File: config.mk
export PLATFORM = sky130hd
export DESIGN_NAME = data_mem_arbiter_flat
export DESIGN_NICKNAME = d
export VERILOG_FILES = /design/src/rtl/data_mem_arbiter_if.sv /design/src/rtl/data_mem_arbiter.sv /design/src/flat_wrapper.sv
export SDC_FILE = /design/constraint.sdc
export NUM_CORES = 1
export LEC_CHECK = 0
export BUFFER_PORTS_ARGS = -buffer_cell sky130_fd_sc_hd__buf_2
export CORE_MARGIN = 3
export CORE_UTILIZATION = 41
export DETAILED_ROUTE_END_ITERATION = 8
export PLACE_DENSITY = 0.81
export REMOVE_ABC_BUFFERS = 1
export SLEW_MARGIN = 20
export SYNTH_ARGS = -nofsm -noshare
export SYNTH_HDL_FRONTEND = slang
export SYNTH_SLANG_ARGS = --single-unit
export TNS_END_PERCENT = 5
File: constraint.sdc
create_clock -name clk -period 1.6 [get_ports clk]
set_input_delay 0.08 -clock clk [delete_from_list [all_inputs] [get_ports clk]]
set_output_delay 0.08 -clock clk [all_outputs]
set_load 0.05 [all_outputs]
File: src/rtl/data_mem_arbiter_if.sv
// Bus bundle between the two requesters, the arbiter and the data memory.
// slave  : arbiter side (takes requests and read data, drives acks and memory controls)
// master : environment side (requesters plus memory model)
interface data_mem_arbiter_if #(
  parameter int ADDR_W = 32,
  parameter int DATA_W = 32
);
  logic              req0, req1;
  logic              we0, we1;
  logic [ADDR_W-1:0] addr0, addr1;
  logic [DATA_W-1:0] wdata0, wdata1;
  logic              ack0, ack1;
  logic              err0, err1;
  logic [DATA_W-1:0] rdata0, rdata1;
  logic [ADDR_W-1:0] mem_addr;
  logic [DATA_W-1:0] mem_wdata;
  logic              mem_write, mem_read;
  logic [DATA_W-1:0] mem_rdata;

  modport slave (
    input  req0, req1, we0, we1, addr0, addr1, wdata0, wdata1, mem_rdata,
    output ack0, ack1, err0, err1, rdata0, rdata1,
           mem_addr, mem_wdata, mem_write, mem_read
  );

  modport master (
    output req0, req1, we0, we1, addr0, addr1, wdata0, wdata1, mem_rdata,
    input  ack0, ack1, err0, err1, rdata0, rdata1,
           mem_addr, mem_wdata, mem_write, mem_read
  );
endinterface

File: src/rtl/data_mem_arbiter.sv
// Two-port round-robin arbiter in front of a combinational big-endian 32-bit
// data memory. Every output is registered so the memory sees address, data
// and strobes stable for a whole cycle. One access takes IDLE->ACCESS->DONE.
// Optional macro ALIGN_CHECK_EN: misaligned or out-of-range word addresses
// are refused at grant (no strobe, rdata cleared, err pulsed with ack).
module data_mem_arbiter #(
  parameter int ADDR_W    = 32,
  parameter int DATA_W    = 32,
  parameter int MEM_BYTES = 4096
) (
  input  logic clk,
  input  logic rst_n,
  data_mem_arbiter_if.slave bus
);
  typedef enum logic [1:0] {IDLE, ACCESS, DONE} state_t;

  if (MEM_BYTES % 4 != 0 || MEM_BYTES < 4) begin : g_bad_size
    $error("MEM_BYTES must be a positive multiple of 4");
  end

  state_t                   state, state_nxt;
  logic                     rr_ptr, owner, we_q, bad_q;
  logic [1:0]               req, ack, err;
  logic [1:0][DATA_W-1:0]   rdata;
  logic [ADDR_W-1:0]        mem_addr;
  logic [DATA_W-1:0]        mem_wdata;
  logic                     mem_write, mem_read;

  logic                     grant_own, grant_we, grant_bad;
  logic [ADDR_W-1:0]        grant_addr;
  logic [DATA_W-1:0]        grant_wdata;

  assign req = {bus.req1, bus.req0};

  // Pick the owner for a grant this edge: a lone requester wins, a tie goes to rr_ptr.
  always_comb begin
    grant_own   = (req == 2'b11) ? rr_ptr : req[1];
    grant_we    = grant_own ? bus.we1    : bus.we0;
    grant_addr  = grant_own ? bus.addr1  : bus.addr0;
    grant_wdata = grant_own ? bus.wdata1 : bus.wdata0;
  end

`ifdef ALIGN_CHECK_EN
  localparam logic [ADDR_W-1:0] LAST_WORD = ADDR_W'(MEM_BYTES - 4);
  // Refuse addresses that are not word aligned or would run off the end of memory.
  always_comb grant_bad = (grant_addr[1:0] != 2'b00) || (grant_addr > LAST_WORD);
`else
  // Every address goes to memory unchanged.
  always_comb grant_bad = 1'b0;
`endif

  // State register.
  always_ff @(posedge clk or negedge rst_n) begin
    if (!rst_n) state <= IDLE;
    else        state <= state_nxt;
  end

  // Next state: a grant in IDLE runs one ACCESS cycle and one DONE cycle.
  always_comb begin
    state_nxt = state;
    case (state)
      IDLE:    if (|req) state_nxt = ACCESS;
      ACCESS:  state_nxt = DONE;
      DONE:    state_nxt = IDLE;
      default: state_nxt = IDLE;
    endcase
  end

  // Registered datapath: latch at grant, complete at ACCESS exit, rotate priority at DONE.
  always_ff @(posedge clk or negedge rst_n) begin
    if (!rst_n) begin
      rr_ptr    <= 1'b0;
      owner     <= 1'b0;
      we_q      <= 1'b0;
      bad_q     <= 1'b0;
      ack       <= '0;
      err       <= '0;
      rdata     <= '0;
      mem_addr  <= '0;
      mem_wdata <= '0;
      mem_write <= 1'b0;
      mem_read  <= 1'b0;
    end else begin
      ack <= '0;
      err <= '0;
      case (state)
        IDLE: if (|req) begin
          owner     <= grant_own;
          we_q      <= grant_we;
          bad_q     <= grant_bad;
          mem_addr  <= grant_addr;
          mem_wdata <= grant_wdata;
          mem_write <= grant_we  & ~grant_bad;
          mem_read  <= ~grant_we & ~grant_bad;
        end
        ACCESS: begin
          mem_write  <= 1'b0;
          mem_read   <= 1'b0;
          ack[owner] <= 1'b1;
          err[owner] <= bad_q;
          if (bad_q)      rdata[owner] <= '0;
          else if (!we_q) rdata[owner] <= bus.mem_rdata;
        end
        DONE:    rr_ptr <= ~owner;
        default: ;
      endcase
    end
  end

  assign bus.ack0      = ack[0];
  assign bus.ack1      = ack[1];
  assign bus.err0      = err[0];
  assign bus.err1      = err[1];
  assign bus.rdata0    = rdata[0];
  assign bus.rdata1    = rdata[1];
  assign bus.mem_addr  = mem_addr;
  assign bus.mem_wdata = mem_wdata;
  assign bus.mem_write = mem_write;
  assign bus.mem_read  = mem_read;
endmodule

File: src/flat_wrapper.sv
// flat-port wrapper written by rule: the top's interface ports become plain ports
module data_mem_arbiter_flat 
#(
  parameter int ADDR_W    = 32,
  parameter int DATA_W    = 32,
  parameter int MEM_BYTES = 4096
)
  (clk, rst_n, bus_req0, bus_req1, bus_we0, bus_we1, bus_addr0, bus_addr1, bus_wdata0, bus_wdata1, bus_mem_rdata, bus_ack0, bus_ack1, bus_err0, bus_err1, bus_rdata0, bus_rdata1, bus_mem_addr, bus_mem_wdata, bus_mem_write, bus_mem_read);
  data_mem_arbiter_if #(.ADDR_W(ADDR_W), .DATA_W(DATA_W)) bus_i ();
  input  logic clk;
  input  logic rst_n;
  input wire logic [$bits(bus_i.req0)-1:0] bus_req0;
  input wire logic [$bits(bus_i.req1)-1:0] bus_req1;
  input wire logic [$bits(bus_i.we0)-1:0] bus_we0;
  input wire logic [$bits(bus_i.we1)-1:0] bus_we1;
  input wire logic [$bits(bus_i.addr0)-1:0] bus_addr0;
  input wire logic [$bits(bus_i.addr1)-1:0] bus_addr1;
  input wire logic [$bits(bus_i.wdata0)-1:0] bus_wdata0;
  input wire logic [$bits(bus_i.wdata1)-1:0] bus_wdata1;
  input wire logic [$bits(bus_i.mem_rdata)-1:0] bus_mem_rdata;
  output wire logic [$bits(bus_i.ack0)-1:0] bus_ack0;
  output wire logic [$bits(bus_i.ack1)-1:0] bus_ack1;
  output wire logic [$bits(bus_i.err0)-1:0] bus_err0;
  output wire logic [$bits(bus_i.err1)-1:0] bus_err1;
  output wire logic [$bits(bus_i.rdata0)-1:0] bus_rdata0;
  output wire logic [$bits(bus_i.rdata1)-1:0] bus_rdata1;
  output wire logic [$bits(bus_i.mem_addr)-1:0] bus_mem_addr;
  output wire logic [$bits(bus_i.mem_wdata)-1:0] bus_mem_wdata;
  output wire logic [$bits(bus_i.mem_write)-1:0] bus_mem_write;
  output wire logic [$bits(bus_i.mem_read)-1:0] bus_mem_read;
  assign bus_i.req0 = bus_req0;
  assign bus_i.req1 = bus_req1;
  assign bus_i.we0 = bus_we0;
  assign bus_i.we1 = bus_we1;
  assign bus_i.addr0 = bus_addr0;
  assign bus_i.addr1 = bus_addr1;
  assign bus_i.wdata0 = bus_wdata0;
  assign bus_i.wdata1 = bus_wdata1;
  assign bus_i.mem_rdata = bus_mem_rdata;
  assign bus_ack0 = bus_i.ack0;
  assign bus_ack1 = bus_i.ack1;
  assign bus_err0 = bus_i.err0;
  assign bus_err1 = bus_i.err1;
  assign bus_rdata0 = bus_i.rdata0;
  assign bus_rdata1 = bus_i.rdata1;
  assign bus_mem_addr = bus_i.mem_addr;
  assign bus_mem_wdata = bus_i.mem_wdata;
  assign bus_mem_write = bus_i.mem_write;
  assign bus_mem_read = bus_i.mem_read;
  data_mem_arbiter #(.ADDR_W(ADDR_W), .DATA_W(DATA_W), .MEM_BYTES(MEM_BYTES)) u_core (.clk(clk), .rst_n(rst_n), .bus(bus_i));
endmodule
==> metrics.csv <==
metric;value;unit
status;complete, but fails checks;
failing checks;negative hold slack, negative setup slack;
clock power share;17.6;%
clk root buf;clkbuf_16;
1st-pass router iterations;4;
Worst Slack Setup Final;-0.0229;ns
Netlist cell types;28;
Avg WL per Cell;19.9;um
Initial Utilization;42.8;%
worst path arrival time;1.92;ns
fraction of power spent switching nets;50.5;%
initial antenna violation count;1;
nets@finish;1069;
total track usage;27.2;%
setup violators final;10;
Post-synth top cells;dfrtp_1, nand2_1, mux2i_1;
TritonCTS clock tree;done;
area share of the largest cell type after synthesis;59.1;%
cells after synthesis;445;
Tmin final;1.62;ns
Logic pwr share;54.6;%
CP Launch Type;flop;
Worst-Skew Late Latency;0.42;ns
CP endpoint kind;flop;
RSZ-0062 raised after global routing;true;
CP Max Fanout;8;
PD cells;2330;mW/mm2
Mapped Avg Cell Area;13.0;um2
period utilization;101;%
num rows;42;
synth top area cells;dfrtp_1, mux2i_1, mux2_4;
Seq/Total Area, Yosys;59.1;%
most frequent cell after synthesis;dfrtp_1;
Fmax;616;MHz
# clock sinks;137;
die area;0.0156;mm2
Layout area overhead;68.8;%
Synth Cell Area;0.00580;mm2
CORE AREA;0.0136;mm2
DRC;0;
first-pass GRT wire length;33400;um
ys async rst share;100;%
DIE WIDTH;125;um
Main synth FF type;dfrtp_1;
detailed router's first-iteration violation count;397;
I/O Buffers;297;
Clock Tree Buf Depth;2;
GP Congestion;0.825;
critical path type;reg -> reg;
Hold Vio Cnt, Final;1;
WHS;-0.000952;ns
largest net degree at the start of global routing;80;
sequential power share;27.8;%
fraction of layout cells with a size suffix above 1;46.2;%
Synthesis Warnings;0;
H-tree levels;4;
CTS buffer count;17;
Leak Pwr;5.07;nW
WP data required;1.90;ns
Final Skew;0.00910;ns
post-DP HPWL;11800;um
Worst VDD drop;1.26;mV
die height;125;um
vias per cell;5.08;
Yosys top cell by area;dfrtp_1;
Pint;11.3;mW
via count of the first global-routing pass;6177;
Max-cap violations;0;
EDFF count, synth;0;
worst hold path type;in -> reg;
Antenna Nets Post-Route;0;
P_sw;11.5;mW
total grt overflow;0;
final wirelength;21700;um
Reg clk slew, reported paths;0.06;ns
Top Ports;300;
Max Slew Vio Count;0;
final setup TNS;-0.140;ns
Via Count;5557;
synthesis-stage register bit count;137;
## path summary, 6_finish.rpt
kind	from	endpoint	slack, ns	depth (start not counted)
setup / recovery	u_core.state[1]	u_core.bus.rdata1[12]	-0.02	8
hold / removal	bus_addr1[3]	u_core.bus.mem_addr[3]	-0.001	3
setup reg to reg	u_core.state[1]	u_core.bus.rdata1[12]	-0.02	8
hold reg to reg	u_core.bus.mem_wdata[29]	u_core.bus.mem_wdata[29]	0.47	2
max in group asynchronous	rst_n	u_core.bus.rdata0[1]	0.76	3
min in group asynchronous	rst_n	u_core.bus.rdata1[14]	0.17	2
## cells by family (layout without fill, tap and decap cells)
group                  count (synthesis)  after routing  synth area share, %
AOI/OAI and AO/OA                     72             72                 6.56
muxes                                128            128                 25.4
DFF                                  137            137                 59.1
buffers and inverters                 33            503                 3.49
and+or+nand+nor                       74             74                 5.37
other                                  1              3               0.0646
## worst max-delay path, cell delays in order, from the launching register on
cell	delay (ns)
dfrtp_1	0.39
inv_2	0.09
nand2_4	0.06
inv_4	0.05
and2_4	0.13
nor2b_4	0.18
buf_12	0.14
clkbuf_16	0.17
mux2_4	0.30
## power groups by stage
stage | Sequential, mW | Combinational (mW) | Clock (mW)
3_5_place_dp | 6.19 | 11.7 | 0
6_report | 6.33 | 12.4 | 4.01
5_1_grt | 6.51 | 13.0 | 4.23
2_1_floorplan | 11.9 | 2.51 | 0
4_1_cts | 6.19 | 12.1 | 4.06
3_3_place_gp | 6.14 | 11.5 | 0
## per-stage QoR
step           setup WS [ns]  total power [mW]  utilization, %  std cells  cell area [um2]
2_1_floorplan          -3.13              14.4               -        416             5610
3_3_place_gp          0.0148              17.6            55.8        908             7570
3_5_place_dp         -0.0357              17.9            55.8        908             7570
4_1_cts              -0.0440              22.4            71.7       1090             9720
5_1_grt              -0.0943              23.7            72.2       1093             9790
6_report             -0.0229              22.8            72.2       1093             9790
## per-layer routing
metal,global-route usage [%],wire [um],vias to the layer above
li1,-,-,2463
met1,30.2,7860,2629
met2,46.7,10900,380
met3,9.00,1970,85
met4,14.4,999,0
met5,0,0,-
## flip-flops by register name (all words and copies together) (netlist names)
signal,count
u_core.bus.rdata1,32
u_core.bus.mem_read,1
u_core.bus.rdata0,32
u_core.bus.mem_write,1
u_core.ack,2
u_core.bus.mem_addr,32
u_core.state,2
u_core.we_q,1
u_core.rr_ptr,1
u_core.owner,1
u_core.bus.mem_wdata,32
## cell type report
| class | count | area [um2] |
|---|---|---|
| fill | 861 | 3770 |
| antenna | 1 | 2.50 |
| inverter | 3 | 13.8 |
| timing repair buffer | 468 | 3310 |
| clock buffer | 21 | 460 |
| clock inverter | 11 | 145 |
| tap | 176 | 220 |
| sequential | 137 | 3430 |
| multi-input combinational | 276 | 2210 |
## cell usage in the layout (no fill, tap or decap), types with 2 or more instances in the layout
cell / n
buf_12: 7
buf_16: 2
buf_2: 296
buf_4: 10
buf_6: 6
bufinv_16: 3
clkbuf_1: 2
clkbuf_16: 18
clkbuf_8: 2
clkinv_2: 3
clkinvlp_4: 3
conb_1: 2
dfrtp_1: 137
dlygate4sd3_1: 146
mux2_1: 2
mux2_2: 29
mux2_4: 33
mux2i_1: 63
nand2_1: 65
nand2_4: 2
nor2_1: 2
o21ai_0: 49
o21ai_1: 16
## timing repair
item / CTS / global route
hold endpoints to repair: 235 / 0
setup endpoints to repair: 32 / 47
pin swaps: 0 / 1
setup buffers: 2 / 1
hold buffers: 146 / 0
gates cloned: 2 / 1
gates resized for setup: 2 / 11
Note: power is estimated with default switching activity, not from simulation.
